==> src/rtl/one_hot_mux_pipe.sv <==
// AND-OR one-hot multiplexer followed by a DEPTH-stage valid/ready pipeline.
// Optionally counts accepted multi-hot selects into a sticky flag and a saturating counter.
module one_hot_mux_pipe #(
  parameter int WIDTH         = 32,
  parameter int CNT           = 5,
  parameter int DEPTH         = 2,
  parameter int ONE_HOT_CHECK = 1
) (
  input  logic                 clk,
  input  logic                 rst_n,
  input  logic                 in_valid,
  output logic                 in_ready,
  input  logic [WIDTH*CNT-1:0] din,
  input  logic [CNT-1:0]       sel,
  output logic                 out_valid,
  input  logic                 out_ready,
  output logic [WIDTH-1:0]     dout,
  output logic                 out_hit,
  input  logic                 err_clr,
  output logic                 err_sticky,
  output logic [7:0]           err_cnt
);

  function automatic logic [WIDTH-1:0] and_or_mux(input logic [WIDTH*CNT-1:0] d,
                                                  input logic [CNT-1:0]       s);
    logic [WIDTH-1:0] acc;
    acc = '0;
    for (int k = 0; k < CNT; k++) begin
      acc = acc | (d[k*WIDTH +: WIDTH] & {WIDTH{s[k]}});
    end
    return acc;
  endfunction

  function automatic logic multi_hot(input logic [CNT-1:0] s);
    return (s & (s - CNT'(1))) != '0;
  endfunction

  function automatic logic [7:0] sat_inc(input logic [7:0] c);
    return (c == 8'hFF) ? c : c + 8'd1;
  endfunction

  logic [DEPTH-1:0] vld_q, vld_d;
  logic [DEPTH-1:0] hit_q, hit_d;
  logic [WIDTH-1:0] data_q [DEPTH];
  logic [WIDTH-1:0] data_d [DEPTH];
  logic [DEPTH-1:0] stg_rdy;
  logic             accept;

  // A stage can take a beat when empty or when its successor is draining.
  always_comb begin : ready_chain
    logic rdy;
    rdy = out_ready;
    for (int i = DEPTH - 1; i >= 0; i--) begin
      rdy        = !vld_q[i] || rdy;
      stg_rdy[i] = rdy;
    end
  end

  always_comb begin
    vld_d = vld_q;
    hit_d = hit_q;
    for (int i = 0; i < DEPTH; i++) begin
      data_d[i] = data_q[i];
    end
    // stage 0: mux result capture
    if (stg_rdy[0]) begin
      vld_d[0] = in_valid;
      if (in_valid) begin
        data_d[0] = and_or_mux(din, sel);
        hit_d[0]  = |sel;
      end
    end
    // stages 1..DEPTH-1: shift forward
    for (int i = 1; i < DEPTH; i++) begin
      if (stg_rdy[i]) begin
        vld_d[i] = vld_q[i-1];
        if (vld_q[i-1]) begin
          data_d[i] = data_q[i-1];
          hit_d[i]  = hit_q[i-1];
        end
      end
    end
  end

  always_ff @(posedge clk or negedge rst_n) begin
    if (!rst_n) begin
      vld_q <= '0;
      hit_q <= '0;
      for (int i = 0; i < DEPTH; i++) begin
        data_q[i] <= '0;
      end
    end else begin
      vld_q <= vld_d;
      hit_q <= hit_d;
      for (int i = 0; i < DEPTH; i++) begin
        data_q[i] <= data_d[i];
      end
    end
  end

  assign in_ready  = stg_rdy[0];
  assign out_valid = vld_q[DEPTH-1];
  assign dout      = data_q[DEPTH-1];
  assign out_hit   = hit_q[DEPTH-1];
  assign accept    = in_valid && in_ready;

  if (ONE_HOT_CHECK != 0) begin : g_chk
    logic       err_sticky_q, err_sticky_d;
    logic [7:0] err_cnt_q, err_cnt_d;
    logic       bad_accept;

    assign bad_accept = accept && multi_hot(sel);

    // A clear that coincides with a bad accept restarts the count at one.
    always_comb begin
      err_sticky_d = err_sticky_q;
      err_cnt_d    = err_cnt_q;
      if (err_clr) begin
        err_sticky_d = bad_accept;
        err_cnt_d    = bad_accept ? 8'd1 : 8'd0;
      end else if (bad_accept) begin
        err_sticky_d = 1'b1;
        err_cnt_d    = sat_inc(err_cnt_q);
      end
    end

    always_ff @(posedge clk or negedge rst_n) begin
      if (!rst_n) begin
        err_sticky_q <= 1'b0;
        err_cnt_q    <= 8'd0;
      end else begin
        err_sticky_q <= err_sticky_d;
        err_cnt_q    <= err_cnt_d;
      end
    end

    assign err_sticky = err_sticky_q;
    assign err_cnt    = err_cnt_q;
  end else begin : g_nochk
    logic unused_err_clr;
    assign unused_err_clr = err_clr;
    assign err_sticky     = 1'b0;
    assign err_cnt        = 8'd0;
  end

endmodule

==> config.mk <==
export PLATFORM = sky130hd
export DESIGN_NAME = one_hot_mux_pipe
export DESIGN_NICKNAME = d
export VERILOG_FILES = /design/src/rtl/one_hot_mux_pipe.sv
export SDC_FILE = /design/constraint.sdc
export NUM_CORES = 1
export LEC_CHECK = 0
export BUFFER_PORTS_ARGS = -buffer_cell sky130_fd_sc_hd__buf_2
export CAP_MARGIN = 20
export CORE_MARGIN = 4
export CORE_UTILIZATION = 45
export CTS_CLUSTER_DIAMETER = 30
export CTS_CLUSTER_SIZE = 28
export DETAILED_ROUTE_END_ITERATION = 16
export PLACE_DENSITY = 0.86
export RECOVER_POWER = 25
export SLEW_MARGIN = 25
export SYNTH_ARGS = -nofsm -noshare
export SYNTH_HDL_FRONTEND = slang
export SYNTH_SLANG_ARGS = --single-unit
==> constraint.sdc <==
create_clock -name clk -period 1.9 [get_ports clk]
set_input_delay 0.095 -clock clk [delete_from_list [all_inputs] [get_ports clk]]
set_output_delay 0.095 -clock clk [all_outputs]
set_load 0.1 [all_outputs]
Word level (Yosys, flattened, before mapping)
Index checks and enable logic that the tools add are counted.

Bits in registers: 77. Word-level logic and storage cells: 40.

$add $sub $neg: 2. Equal/unequal tests: 2. Muxes and demuxes: 6. Bitwise operators: 10. Reductions and logical operators: 12.

Operators with widths (count): $and 32x32->32 (5); $or 32x32->32 (4); $mux 8 (3); $add 8x1->8 const B (1); $eq 8x8->1 const B (1); $reduce_and 2->1 (3); $and 5x5->5 (1); $reduce_bool 5->1 (1); $reduce_or 5->1 (1); $sub 5x1->5 const B (1); $mux 1 (3); $logic_and 1x1->1 (2); $logic_not 1->1 (2); $logic_or 1x1->1 (2); $ne 2x2->1 const B (1); $reduce_bool 2->1 (1).

Logic depth before layout (Yosys ltp)
Depth after elaboration: 7. Gate-level depth with buffers: 6.

Worst setup path after synthesis
Ideal clock, no wire load.

Path type: register -> register. From: register vld_q[1]. To: register g_chk.err_cnt_q[6] (netlist: err_cnt[6]). Library setup time: 0.170 ns. Data arrival time: 2.989 ns. Required time: 1.730 ns. Path slack: -1.259 ns. Cell stages (with the launch flop): 7. Path buffers: 2. Path through: dfrtp_1 -> nand3b_1 -> and2_1 -> clkbuf_1 -> buf_2 -> a31oi_1 -> a211oi_2.

Word-level cells in the longest chain between the ends: 7.

Ends and longest elaborated chain: start: declaration (RTL line 42) `logic [DEPTH-1:0] vld_q, vld_d;`; start signal: assignment (RTL line 93) `vld_q <= vld_d;`; $logic_not 1->1 (RTL line 54) `rdy = !vld_q[i] || rdy;`; $logic_or 1x1->1 (2 in series) (RTL line 54); via in_ready (RTL line 12) `output logic in_ready,`; $logic_and 1x1->1 (RTL line 105) `assign accept = in_valid && in_ready;`; $logic_and 1x1->1 (RTL line 112) `assign bad_accept = accept && multi_hot(sel);`; $reduce_bool 2->1 (no line); $reduce_and 2->1 (no line); end signal: assignment (RTL line 133) `err_cnt_q <= err_cnt_d;`; end: declaration (RTL line 109) `logic [7:0] err_cnt_q, err_cnt_d;`.

The timed path passes the listed nets, and every way through them passes these cells. A chain may end at the register's enable or synchronous reset.

Final worst setup path
From: register g_chk.err_cnt_q[0] (netlist: err_cnt[0]). To: register g_chk.err_cnt_q[0] (netlist: err_cnt[0]).

Word-level cells in the longest chain between the ends: 4. Elaborated cells on any way between the ends: 7.

Ends and longest elaborated chain: $add 8x1->8 (RTL line 39) `return (c == 8'hFF) ? c : c + 8'd1;`; $mux 8 (RTL line 39); $mux 8 (RTL line 121) `end else if (bad_accept) begin`; $mux 8 (RTL line 118) `if (err_clr) begin`.

Several ways; a longest one is shown, not always the timed one. The select of a mux whose other input is x is not followed.

==> metrics.md <==
| Metric | Value |
|---|---|
| Setup slack at placement | around 0.14 ns |
| Status | finished, final reports clean |
| Setup crit end kind | register |
| Cell Pwr Density | 1050 mW/mm^2 |
| Max clock buf depth | 2 |
| Buf/Inv on CP | 1 |
| Peak supply drop | about 0.48 mV |
| Post-synth EDFFs | 0 |
| Violation count after the first detailed-route iteration | 215 |
| Die height | 102 um |
| RSZ-0062 raised after global routing | false |
| Vias/cell | 5.78 |
| Leak pwr | between 2 and 2.5 nW |
| DR WL/cell | 18.9 um |
| Ys flop type | dfrtp_1 |
| Crit-path max cell delay | 0.42 ns |
| Filler Cell Count | slightly below 800 |
| Die span in x | 102 um |
| Initial antenna violation count | 0 |
| Syn Std Cell Area | 0.00399 mm^2 |
| RD Place Congestion | between 0.8 and 0.9 |
| WL final | 12200 um |
| Gr usage total | 0.228 |
| Slew @ Worst Pin | 0.854 ns |
| Initial Util | 0.460 |
| Syn avg cell area | roughly 11 um^2 |
| Cell with the most instances after synthesis | dfrtp_1 |
| Pins Over Slew Limit | 0 |
| Rel. slew slack | 0.430 |
| Critical path peak fanout | 5 |
| Count of distinct cell types in the synthesized netlist | 43 |
| Yosys top cell area share | 0.483 |
| H-tree Lvls | 3 |
| WP data required | approximately 2.1 ns |
| CTS tree | built |
| Finished Core Util | 0.597 |
| Max Clock Skew | 0.0135 ns |
| Tmin final | 1.64 ns |
| Worst-Skew Late Latency | 0.35 ns |
| Net Count, Synth | 532 |
| Synthesis-stage register bit count | 77 |
| Post-CTS Setup Bufs | 0 |
| Asr flop ratio synth | 1.00 |
| Synth area leader | dfrtp_1 |
| Worst setup startpoint | err_cnt[0] |
| DRT Pass-1 Iters | 7 |
| ANT nets after route | 0 |
| Sequential element share of the synthesized area | 0.483 |
| FP Rows | 34 |
| DRC viols | 0 |
| ANT cells | 0 |
| Synth top area cells | dfrtp_1, mux2_2, a222oi_1, a22oi_1, buf_4 |
| Synth Warn # | 0 |
| Achievable Freq | 609 MHz |
| MaxCap Viol Count | 0 |
| # IOs | around 210 |
| Hold_ws | roughly 0.018 ns |
| Setup-failing EPs final | 0 |
| Reg clk slew, reported paths | 0.07 ns |
| Final Hold Violating Endpoints | 0 |
| WP data arrival | 1.85 ns |
| Hold path startpoint | in_valid |
| Area Growth Syn to Fin | 29.7% |
| Top cells by count, synth | dfrtp_1, nor2_1, a31oi_1, mux2_2 |
| Total global routing overflow | 0 |
| Clock net sink count | between 70 and 80 |
| Critical R2R Launch | err_cnt[0] |
| Core Area | 0.00868 mm^2 |
| Crit path max-delay family | flip-flops |
| Critical path type | register to register |
| Nets@finish | approximately 710 |
| CP cell instances | ha_1, nand2_1, nor3_2, buf_4, o311ai_0, nand3_1 |
| Number of global-route vias before repair | 3843 |
| Crit path launch type | register |
| Clk root buf | clkbuf_8 |
| Total number of vias | 3737 |
| CP max-delay cell | dfrtp_1 |
| Setup Total Neg Slack | 0 ns |
| Final Cycle Share | 0.864 |
| First-pass GRT wire length | roughly 18000 um |
| Die area | 0.0104 mm^2 |
| Final instance area | roughly 0.0052 mm^2 |
| Synth Instances | 361 |
| Area post-placement | between 0.004 and 0.005 mm^2 |
| Share of layout cells above drive strength 1 | 0.536 |
| Largest net degree at the start of global routing | 45 |
| PortBufs | about 210 |
| Num CTS Buffers | 9 |
| Hold Path Class | primary input to register |
| Worst setup margin | 0.259 ns |
| DPL Wire Length | 9170 um |
routing by layer:
| metal | GRT usage | vias up | part of all wire |
|---|---|---|---|
| li1 | - | 1738 | - |
| met1 | 0.269 | 1811 | 0.37 |
| met2 | 0.412 | 170 | 0.53 |
| met3 | 0.0423 | 18 | 0.084 |
| met4 | 0.0817 | 0 | 0.011 |
| met5 | 0 | - | 0 |
state kept, by name (all words and copies together), names as in the netlist:
signal and cells:
vld_q 2, err_cnt 8, err_sticky 1, dout 32, data_q 32, hit_q 2
power breakdown:
group          leakage, nW  internal (mW)  switching [mW]
Combinational         1.39          0.526            1.71
Clock               0.0919          0.593           0.580
Sequential           0.812           1.89           0.135
tightest hold or removal path, stage by stage:
cell     delay [ns]
buf_2          0.11
inv_1          0.06
nand2_1        0.06
kinds of logic (layout without fill, tap and decap cells):
| group | count (synthesis) | in the layout | synth area share |
|---|---|---|---|
| adder cells (fa/ha/maj) | 2 | 2 | 0.00596 |
| multiplexers | 35 | 35 | 0.0987 |
| AND/OR/NAND/NOR | 69 | 69 | 0.0856 |
| flip-flops | 77 | 77 | 0.483 |
| buffers and inverters | 66 | 244 | 0.0953 |
| AO/OA/AOI/OAI | 112 | 112 | 0.232 |
metrics by stage:
| stage | power [mW] | cells |
|---|---|---|
| after floorplan | 3.98 | 361 |
| after global placement | 4.25 | 631 |
| after detailed placement | 4.31 | 631 |
| after CTS | 5.49 | 647 |
| after global routing | 5.67 | 647 |
| final | 5.44 | 647 |
path summary, 6_finish.rpt:
check,endpoint,slack [ns],cells after the start
worst min-delay path,vld_q[0],0.02,3
worst max register to register,err_cnt[0],0.26,6
min in group asynchronous,err_cnt[2],0.39,2
max in group asynchronous,data_q[51],0.32,3
worst min register to register,dout[14],0.50,1
worst max-delay path,err_cnt[0],0.26,6
layout make-up:
type | instances | area, um^2 | share of cell area
Multi-Input combinational cell | 218 | 1730 | 0.333
Timing Repair Buffer | 227 | 1200 | 0.231
Inverter | 2 | 7.51 | 0.00145
Clock buffer | 10 | 128 | 0.0246
Clock inverter | 5 | 52.6 | 0.0101
Tap cell | 108 | 135 | 0.0261
Sequential cell | 77 | 1930 | 0.373
timing repair:
item	4_1_cts	5_1_grt
setup endpoints to repair	0	2
hold endpoints to repair	33	0
resized for setup	0	1
hold buffers	1	0
placed cells by master (no fill, tap or decap), types with 3 or more instances in the layout:
master,instances
buf_2,212
mux2_2,33
nand2_1,5
dfrtp_1,76
clkbuf_8,9
clkinv_2,3
nor2_1,37
a31oi_1,32
a22oi_1,32
buf_4,10
nand3_1,4
a222oi_1,32
Power figures use the tool's default switching activity.
